===== src/rtl/shift_sequencer.sv =====
// Full-duplex serial sequencer for the universal shift register: load a word, shift N bits, return the result.
// Optional bit-period prescaler compiled in with SHIFT_SEQ_PRESCALE_EN (period DIV clocks).
`timescale 1ns/1ps
module shift_sequencer #(
  parameter int N   = 8,
  parameter int DIV = 4
) (
  input  logic         clk,
  input  logic         reset,
  input  logic         in_valid,
  output logic         in_ready,
  input  logic [N-1:0] in_data,
  input  logic         in_dir,
  output logic         out_valid,
  input  logic         out_ready,
  output logic [N-1:0] out_data,
  output logic         ser_out,
  input  logic         ser_in,
  output logic         ser_strobe,
  output logic         busy,
  output logic [1:0]   sr_s,
  output logic [N-1:0] sr_d,
  output logic         sr_lin,
  output logic         sr_rin,
  input  logic [N-1:0] sr_q
);

  localparam int CW = $clog2(N);

  typedef enum logic [1:0] {IDLE, LOAD, SHIFT, DONE} state_t;

  if (N < 2 || DIV < 2) begin : g_param_check
    $error("shift_sequencer: N and DIV must both be at least 2");
  end

  state_t         state_q, state_d;
  logic           dir_q, dir_d;
  logic [CW-1:0]  cnt_q, cnt_d;
  logic [N-1:0]   sr_d_q, sr_d_d;
  logic           strobe;

`ifdef SHIFT_SEQ_PRESCALE_EN
  localparam int PW = $clog2(DIV);
  logic [PW-1:0] pre_q, pre_d;

  // Held at zero outside SHIFT so every transfer starts a fresh bit period.
  always_comb begin
    pre_d = '0;
    if (state_q == SHIFT) pre_d = (pre_q == PW'(DIV - 1)) ? '0 : pre_q + 1'b1;
  end

  assign strobe = (state_q == SHIFT) && (pre_q == PW'(DIV - 1));

  always_ff @(posedge clk or posedge reset) begin
    if (reset) pre_q <= '0;
    else       pre_q <= pre_d;
  end
`else
  assign strobe = (state_q == SHIFT);
`endif

  // NOTE: every output and next-state value gets a default first so no path leaves a latch.
  always_comb begin
    state_d    = state_q;
    dir_d      = dir_q;
    cnt_d      = cnt_q;
    sr_d_d     = sr_d_q;
    in_ready   = 1'b0;
    out_valid  = 1'b0;
    sr_s       = 2'b00;
    ser_out    = 1'b0;
    ser_strobe = 1'b0;
    unique case (state_q)
      IDLE: begin
        in_ready = ~reset;
        if (in_valid && !reset) begin
          sr_d_d  = in_data;
          dir_d   = in_dir;
          state_d = LOAD;
        end
      end
      LOAD: begin
        sr_s    = 2'b11;
        cnt_d   = '0;
        state_d = SHIFT;
      end
      SHIFT: begin
        ser_out    = dir_q ? sr_q[0] : sr_q[N-1];
        ser_strobe = strobe;
        if (strobe) begin
          sr_s = dir_q ? 2'b01 : 2'b10;
          if (cnt_q == CW'(N - 1)) begin
            cnt_d   = '0;
            state_d = DONE;
          end else begin
            cnt_d = cnt_q + 1'b1;
          end
        end
      end
      DONE: begin
        out_valid = 1'b1;
        if (out_ready) state_d = IDLE;
      end
      default: state_d = IDLE;
    endcase
  end

  // NOTE: state flops use non-blocking assignments so every flop samples pre-edge values.
  always_ff @(posedge clk or posedge reset) begin
    if (reset) begin
      state_q <= IDLE;
      dir_q   <= 1'b0;
      cnt_q   <= '0;
      sr_d_q  <= '0;
    end else begin
      state_q <= state_d;
      dir_q   <= dir_d;
      cnt_q   <= cnt_d;
      sr_d_q  <= sr_d_d;
    end
  end

  assign busy     = (state_q != IDLE);
  assign sr_d     = sr_d_q;
  assign sr_lin   = ser_in;
  assign sr_rin   = ser_in;
  assign out_data = sr_q;

endmodule


===== config.mk =====
export PLATFORM = sky130hd
export DESIGN_NAME = shift_sequencer
export DESIGN_NICKNAME = d
export VERILOG_FILES = /design/src/rtl/shift_sequencer.sv
export SDC_FILE = /design/constraint.sdc
export NUM_CORES = 1
export LEC_CHECK = 0
export ABC_AREA = 1
export ABC_CLOCK_PERIOD_IN_PS = 2000
export BUFFER_PORTS_ARGS = -buffer_cell sky130_fd_sc_hd__clkbuf_2
export CORE_ASPECT_RATIO = 1.2
export CORE_MARGIN = 2
export CORE_UTILIZATION = 46
export CTS_CLUSTER_SIZE = 25
export DETAILED_ROUTE_END_ITERATION = 6
export GPL_ROUTABILITY_DRIVEN = 0
export PLACE_DENSITY = 0.83
export SETUP_SLACK_MARGIN = 0.5
export SYNTH_ARGS = -nofsm -noshare
export SYNTH_HDL_FRONTEND = slang
export SYNTH_SLANG_ARGS = --single-unit

===== constraint.sdc =====
create_clock -name clk -period 2 [get_ports clk]
set_input_delay 0.3 -clock clk [delete_from_list [all_inputs] [get_ports clk]]
set_output_delay 0.3 -clock clk [all_outputs]
set_load 0.02 [all_outputs]

==> results of run 1 <==
==> cell families after synthesis <==
family | after synthesis | synth area share
flip-flops | 14 | 0.4204
AO/OA/AOI/OAI | 5 | 0.03454
AND/OR/NAND/NOR | 50 | 0.2913
buffers and inverters | 22 | 0.1487
adder cells (fa/ha/maj) | 7 | 0.1051
==> cell type report <==
cell class                 count  area (um2)
inverter                      11       48.80
sequential                    14       351.6
fill                         136       509.2
clock buffer                   4       36.28
tap                           18       22.52
multi-input combinational     62       420.4
timing repair buffer          40       272.8
==> how the worst max path moves through the flow <==
stage,to,slack (ns),cells after the start
2_1_floorplan,sr_s[1],0.49,4
3_3_place_gp,sr_s[0],0.50,5
3_5_place_dp,sr_s[0],0.43,5
4_1_cts,sr_s[0],0.37,5
5_1_grt,sr_s[1],0.27,5
6_report,sr_s[1],0.34,5
==> power breakdown <==
part / internal (mW) / switching [mW]
Sequential: 0.408 / 0.0778
Combinational: 0.573 / 0.695
Clock: 0.111 / 0.0887
Total: 1.09 / 0.862
==> routing by layer <==
metal  track usage  wire, um  vias up
li1              -         -      370
met1        0.1963       655      319
met2        0.2955       847       34
met3       0.02518       142        9
met4       0.08333        36        0
met5             0         0        -
==> state kept, by name (all words and copies together), names as in the netlist <==
name and count:
dir_q 1, state_q 2, sr_d 8, cnt_q 3
==> synthesized netlist by cell type <==
library cell  count  share of area
nand2_2           1         0.0075
dfrtp_1          14           0.42
a21oi_2           1          0.011
nand2_1          30           0.14
nand3_1          10          0.060
inv_2             2         0.0090
buf_4            11          0.099
nor2_8            1          0.024
inv_1             9          0.041
a21oi_1           2          0.012
nand2_4           1          0.014
nand3_2           1          0.012
nor2_1            2         0.0090
o21ai_0           2          0.012
nand4_1           3          0.023
ha_1              7           0.11
nor2_2            1         0.0075
==> worst reg2reg max path, stage by stage (launching register included) <==
cell	delay, ns
dfrtp_1	0.42
inv_4	0.11
ha_4	0.17
inv_4	0.05
nor2_8	0.09
buf_4	0.11
buf_4	0.15
nand2_4	0.11
nor2_2	0.11
a21oi_2	0.04
==> per-stage QoR <==
step	setup WS (ns)	cells
final	0.3398	149
after CTS	0.3737	144
after global placement	0.5025	136
after global routing	0.2690	149
after floorplan	0.4883	98
after detailed placement	0.4302	136
==> repair_timing <==
action | in CTS | in global routing
endpoints found under the setup margin | 6 | 7
setup buffers | 4 | 5
pin swaps | 2 | 6
gates resized for setup | 13 | 21
gates cloned | 0 | 0
==> metrics.txt, run 1 <==
critical-path maximum fanout 3; Num CTS Buffers 3; RSZ-0062 raised after global routing yes; clock sink total 14; clock slew at reported path FFs 0.09 ns; period utilization 0.8301; max-slew violations 0; number of synthesized register bits 14; final core occ 0.6935; Fin Setup TNS 0 ns; cell area after layout 1152 um2; Critical Path Source state_q[0]$_DFFE_PP0P_; max_cap viols 0; # IOs 47; Hold Vio Cnt, Final 0; Final Net Count 161; final worst clock skew 0.005267 ns; vias per cell 4.913; final hold slack 0.01411 ns; DRC violation count after routing 0; Layout Area Growth over Synthesis 38.29%; clk_lat worst skew 0.28 ns; syn nets 127; VDD IR max 921.6 uV; PwrDens 1695 nW/um2; cells after synthesis 98; Slew Limit Headroom 0.7986; Worst Reg-to-Reg Cells 9; Slew @ Worst Pin 0.3016 ns; gr ovfl total 0; total wire length 1683 um; port bufs 31; Crit path max-delay family flip-flops; critical path class flip-flop to primary output; TritonRoute pass-1 iters 4; syn_area_per_cell 8.503 um2; Core Footprint 1662 um2; Initial DRC Count 9; Worst Path Buf+Inv 3; most frequent cells in the layout nand2_1, clkbuf_2, dfrtp_1; routed len/inst 11.30 um; initial antenna violation count 0; CTS Buffer Depth 2; Total GRT Usage 0.1688; vias in the first global route 664; CP Data Arrival Time 1.36 ns; Die Width 42.86 um; setup violators final 0; FF-to-FF Start state_q[0]$_DFFE_PP0P_; Max Clk Rate 602.3 MHz; distinct cell type count after synthesis 17; row cnt 16; Die Outline Area 2170 um2; leakage 0.6454 nW; largest net degree at the start of global routing 16; minimum clock period 1.660 ns; placed cell area 935.9 um2; clock root buffer master clkbuf_4; DRT antenna net count 0; CP Capture Type primary output; hold_buf cts 0; FF-to-FF setup slack 0.54 ns; routed via count 732; Post-Syn Area 833.3 um2; Die Y-Extent 50.63 um; global-route wire length before repair 2808 um; type of origin of the critical path flip-flop; outcome completed; Req. time, crit path 1.70 ns; sequential cell area fraction in the yosys report 0.4204; crit-path cells buf_4 -> ha_1 -> inv_2 -> a21oi_2 -> clkbuf_8; FF-to-FF End dir_q$_DFFE_PP0P_; slowest stage delay, CP 0.40 ns; final antenna diode count 0; Yosys warnings 0; H-tree levels 1; Hold Path Class primary input to asynchronous set/reset pin; share of post-route cells with drive strength above 1 0.4885; CTS tree built; PnR Total Power 1.953 mW; critical path's slowest cell dfrtp_1; post-DP HPWL 1237 um; Starting Density 0.5015; most common cell after layout, fill and taps aside nand2_1
Power figures use the tool's default switching activity.
==> run 2, diff against run 1 <==
Settings changed: ABC_CLOCK_PERIOD_IN_PS 2000 to 1700, CORE_UTILIZATION 46 to 43, PLACE_DENSITY 0.83 to 0.78.
Clock period 2 ns to 1.7 ns, I/O delays scaled along.
==> metrics.txt, run 2 (synthesized netlist as in run 1, its figures left out) <==
placed cell area 994.7 um2 (+6.3%); Initial DRC Count 6 (-3); Total GRT Usage 0.1954 (+0.02660); # IOs 47 (unchanged); FF-to-FF Start state_q[1]$_DFFE_PP0P_; multi-input combinational cell area 519.2 um2 (+24%); most common cell after layout, fill and taps aside clkbuf_2; slowest stage delay, CP 0.42 ns (+0.02 ns); largest net degree at the start of global routing 15 (-1); VDD IR max 1309 uV (+42%); clock slew at reported path FFs 0.08 ns (about the same); row cnt 17 (+1); total wire length 2046 um (+22%); Worst Reg-to-Reg Cells 9 (unchanged); dpl cells 138 (+1.5%); CTS tree built; most frequent cells in the layout clkbuf_2, nand2_1, nand2_2; initial antenna violation count 0 (unchanged); share of post-route cells with drive strength above 1 0.6454 (+0.1568); Num CTS Buffers 3 (unchanged); Hold Path Class primary input to asynchronous set/reset pin; Non-Filler Instances 160 (+7.4%); post-DP HPWL 1369 um (+11%); max-slew violations 0 (unchanged); clk_lat worst skew 0.28 ns (about the same); leakage 0.7071 nW (+9.6%); fill cell count 131 (-3.7%); Hold Vio Cnt, Final 0 (unchanged); port bufs 31 (unchanged); max_cap viols 0 (unchanged); Die Outline Area 2308 um2 (+6.4%); global-route wire length before repair 3215 um (+14%); DRT antenna net count 0 (unchanged); hold_buf cts 0 (unchanged); H-tree levels 1 (unchanged); critical path's slowest cell dfrtp_1; crit-path cells buf_4 -> ha_1 -> inv_2 -> a21oi_4 -> buf_8; Starting Density 0.4555 (-0.04597); Fin Setup TNS 0 ns (unchanged); CTS Buffer Depth 2 (unchanged); clock root buffer master clkbuf_4; Die Y-Extent 52.23 um (+3.2%); CP Capture Type primary output; Critical Path Source state_q[0]$_DFFE_PP0P_; routed via count 782 (+6.8%); Worst Setup EP sr_s[1]; Slew Limit Headroom 0.7595 (-0.03910); setup violators final 0 (unchanged); Die Width 44.19 um (+3.1%); Max Clk Rate 623.1 MHz; Core Footprint 1829 um2 (+10%); cell area after layout 1364 um2 (+18%); Final Net Count 172 (+6.8%); routed len/inst 12.79 um (+13%); Req. time, crit path 1.44 ns (-0.26 ns); period utilization 0.9440; vias per cell 4.888 (-0.51%); Largest register FFs 8 (unchanged); minimum clock period 1.605 ns; TritonRoute pass-1 iters 3 (-1); final worst clock skew 0.001114 ns (-0.004153 ns); Slew @ Worst Pin 0.3607 ns (+0.05909 ns); final antenna diode count 0 (unchanged); gr ovfl total 0 (unchanged); clock sink total 14 (unchanged); critical path class flip-flop to primary output; FF-to-FF End state_q[0]$_DFFE_PP0P_; outcome completed; vias in the first global route 765 (+15%); final core occ 0.7456 (+0.05203); Seq. cell area 351.6 um2 (unchanged); DRC violation count after routing 0 (unchanged); type of origin of the critical path flip-flop; CP Data Arrival Time 1.35 ns (about the same); Layout Area Growth over Synthesis 63.66%; RSZ-0062 raised after global routing yes; FF-to-FF setup slack 0.27 ns (-0.27 ns); final hold slack 0.02723 ns (+0.01312 ns); critical-path maximum fanout 3 (unchanged); PwrDens 2036 nW/um2 (+20%)
-- run 2: cell count changes in the layout (fill, tap and decap cells not counted), sizes merged --
| cell | change |
|---|---|
| nand2 | +1 |
| buf | +12 |
| clkbuf | -3 |
-- run 2: routing by layer --
| metal | global-route usage | wire (um) | up-vias |
|---|---|---|---|
| met4 | 0.1061 | 17 | 0 |
| met3 | 0.02414 | 119 | 2 |
| li1 | - | - | 386 |
| met5 | 0 | 0 | - |
| met1 | 0.2039 | 730 | 359 |
| met2 | 0.3676 | 1179 | 35 |
-- run 2: worst max-delay path, delay by kind of cell (launching register included) --
family,cells,cell delay [ns]
AOI/OAI and AO/OA,1,0.07
DFF,1,0.42
adders and majority gates,1,0.20
buffers and inverters,3,0.39
-- run 2: per-stage QoR --
stage / setup WS (ns) / power [mW]
after CTS: 0.09664 / 2.485
final: 0.09524 / 2.777
after detailed placement: 0.2747 / 1.799
after global routing: 0.06167 / 2.948
after global placement: 0.3280 / 1.743
after floorplan: 0.4095 / 1.514
-- run 2: worst min path at each step --
| stage | to | slack (ns) | depth (start not counted) |
|---|---|---|---|
| finish | sr_d[5]$_DFFE_PP0P_ | 0.03 | 3 |
| global route | sr_d[2]$_DFFE_PP0P_ | 0.05 | 3 |
| CTS | sr_d[4]$_DFFE_PP0P_ | 0.04 | 3 |
| detailed placement | sr_d[4]$_DFFE_PP0P_ | 0.34 | 3 |
| global placement | state_q[1]$_DFFE_PP0P_ | 0.33 | 3 |
| floorplan | cnt_q[0]$_DFFE_PP0P_ | 0.07 | 1 |
-- run 2: repair_timing --
action,4_1_cts,5_1_grt
gates cloned,2,0
resized for setup,34,20
pin swaps,5,8
buffers inserted,11,6
endpoints found under the setup margin,18,21
-- run 2: cell type report --
class / count / share of cell area
Clock buffer: 3 / 0.01651
Inverter: 11 / 0.03761
Multi-Input combinational cell: 63 / 0.3807
Sequential cell: 14 / 0.2578
Tap cell: 19 / 0.01743
Timing Repair Buffer: 50 / 0.2899
-- run 2: power breakdown --
| group | internal, mW | total (mW) | switching, mW |
|---|---|---|---|
| Combinational | 0.989 | 1.99 | 1.00 |
| Sequential | 0.480 | 0.606 | 0.125 |
| Clock | 0.0822 | 0.183 | 0.101 |
==> run 3, diff against run 2 <==
--- a/config.mk
+++ b/config.mk
@@ -15,6 +15,8 @@
 export DETAILED_ROUTE_END_ITERATION = 6
 export GPL_ROUTABILITY_DRIVEN = 0
+export GPL_TIMING_DRIVEN = 0
 export PLACE_DENSITY = 0.78
 export SETUP_SLACK_MARGIN = 0.5
+export SLEW_MARGIN = 5
 export SYNTH_ARGS = -nofsm -noshare
 export SYNTH_HDL_FRONTEND = slang
==> constraint.sdc (replaced) <==
create_clock -name clk -period 1.7 [get_ports clk]
set_input_delay 0.255 -clock clk [delete_from_list [all_inputs] [get_ports clk]]
set_output_delay 0.255 -clock clk [all_outputs]
set_load 0.1 [all_outputs]
==> metrics.txt, run 3 (synthesized netlist as in run 1, its figures left out) <==
failing checks negative setup slack; CTS Buffer Depth 2 (unchanged); Non-Filler Instances 174 (+8.8%); vias per cell 5.603 (+15%); critical path class flip-flop to primary output; CTS tree built; DRT antenna net count 0 (unchanged); Hold Vio Cnt, Final 0 (unchanged); Largest register FFs 8 (unchanged); Seq. cell area 352.8 um2 (+0.36%); CP Capture Type primary output; Crit path max-delay family buffers and inverters; Layout Area Growth over Synthesis 103.0%; outcome complete, but fails checks; clk_lat worst skew 0.29 ns (about the same); period utilization 1.016 (+0.07197); Max Clk Rate 579.0 MHz (-7.1%); Slew @ Worst Pin 0.6496 ns (+0.2889 ns); max_cap viols 0 (unchanged); clock sink total 14 (unchanged); post-DP HPWL 1378 um (+0.68%); most common cell after layout, fill and taps aside clkbuf_2; fill cell count 71 (-46%); PnR worst setup slack -0.02710 ns (-0.1223 ns); global-route wire length before repair 4526 um (+41%); Final Net Count 185 (+7.6%); largest net degree at the start of global routing 15 (unchanged); type of origin of the critical path flip-flop; hold_sp in_data[1]; TritonRoute pass-1 iters 4 (+1); Initial DRC Count 18 (+12); pre-CTS setup slack -0.1472 ns (-0.4220 ns); Die Outline Area 2308 um2 (unchanged); Worst Path Buf+Inv 3 (unchanged); total wire length 3439 um (+68%); gr ovfl total 0 (unchanged); final worst clock skew 0.004567 ns (+0.003453 ns); Die Width 44.19 um (unchanged); critical-path maximum fanout 3 (unchanged); RSZ-0062 raised after global routing yes; H-tree levels 1 (unchanged); Hold Path Class primary input to flip-flop; clock root buffer master clkbuf_4; setup violators final 2 (+2); routed len/inst 19.76 um (+55%); Total GRT Usage 0.2796 (+0.08424); share of post-route cells with drive strength above 1 0.7161 (+0.07074); most frequent cells in the layout clkbuf_2, buf_4, nand2_1; critical path's slowest cell dfrtp_1; crit-path cells buf_4 -> ha_1 -> inv_2 -> a21oi_4 -> clkbuf_16; Critical Path Source state_q[0]$_DFFE_PP0P_; minimum clock period 1.727 ns (+0.1223 ns); routed via count 975 (+25%); Starting Density 0.4555 (unchanged); Slew Limit Headroom 0.5669 (-0.1926); max-slew violations 0 (unchanged); DRC violation count after routing 0 (unchanged); final antenna diode count 0 (unchanged); Req. time, crit path 1.44 ns (about the same); initial antenna violation count 0 (unchanged); CP Data Arrival Time 1.47 ns (+0.12 ns); FF-to-FF Start state_q[0]$_DFFE_PP0P_; port bufs 38 (+23%); slowest stage delay, CP 0.41 ns (about the same); dpl cells 155 (+12%); clock slew at reported path FFs 0.09 ns (about the same); Die Y-Extent 52.23 um (unchanged); Core Footprint 1829 um2 (unchanged); multi-input combinational cell area 586.8 um2 (+13%); Num CTS Buffers 3 (unchanged); row cnt 17 (unchanged); # IOs 47 (unchanged); FF-to-FF setup slack 0.20 ns (-0.07 ns); vias in the first global route 973 (+27%)
==> run 3: worst reg2reg max path, delay by kind of cell, from the launching register on <==
| kind | cells | cell delay [ns] |
|---|---|---|
| buffers and inverters | 5 | 0.58 |
| adder cells (fa/ha/maj) | 1 | 0.18 |
| AND/OR/NAND/NOR | 3 | 0.28 |
| flip-flops | 1 | 0.41 |
==> run 3: stage by stage <==
| step | cell area [um2] | setup TNS (ns) | util | hold slack, ns |
|---|---|---|---|---|
| finish | 1692 | -0.04694 | 0.9248 | 0.2001 |
| global route | 1692 | -0.1284 | 0.9248 | 0.2067 |
| CTS | 1523 | 0 | 0.8324 | 0.1900 |
| detailed placement | 1106 | -0.3970 | 0.6047 | 0.2822 |
| global placement | 1106 | -0.2976 | 0.6047 | 0.2743 |
| floorplan | 892.1 | -0.3877 | - | 0.07127 |
==> run 3: repair_timing <==
action | 4_1_cts | 5_1_grt
hold buffers | 1 | 0
setup endpoints to repair | 29 | 39
gates resized for setup | 60 | 39
pin swaps | 8 | 6
hold endpoints to repair | 14 | 0
buffers inserted | 8 | 5
cloned | 1 | 0
==> run 3: path summary, 6_finish.rpt <==
check | endpoint | cells past startpoint
setup / recovery | sr_s[1] | 5
hold / removal | sr_d[1]$_DFFE_PP0P_ | 3
setup reg to reg | sr_d[4]$_DFFE_PP0P_ | 9
hold reg to reg | cnt_q[1]$_DFFE_PP0P_ | 2
max in group asynchronous | sr_d[0]$_DFFE_PP0P_ | 3
min in group asynchronous | sr_d[5]$_DFFE_PP0P_ | 3
==> run 3: layer usage <==
layer / vias up / track usage / part of all wire
met2: 78 / 0.5882 / 0.55
met5: - / 0 / 0
li1: 415 / - / -
met1: 469 / 0.2605 / 0.33
met4: 0 / 0.07071 / 0.035
met3: 13 / 0.05172 / 0.085
==> run 3: layout make-up <==
class | instances | area share
plain buffers | 11 | 0.04882
well taps | 19 | 0.01405
inverters | 11 | 0.02885
clock buffers | 4 | 0.02145
repair buffers | 52 | 0.3314
multi-input cells | 63 | 0.3469
flip-flops and latches | 14 | 0.2086
Power of run 3 is not shown: default switching activity piles up to over one toggle a cycle in this logic, so the estimate is an artifact.
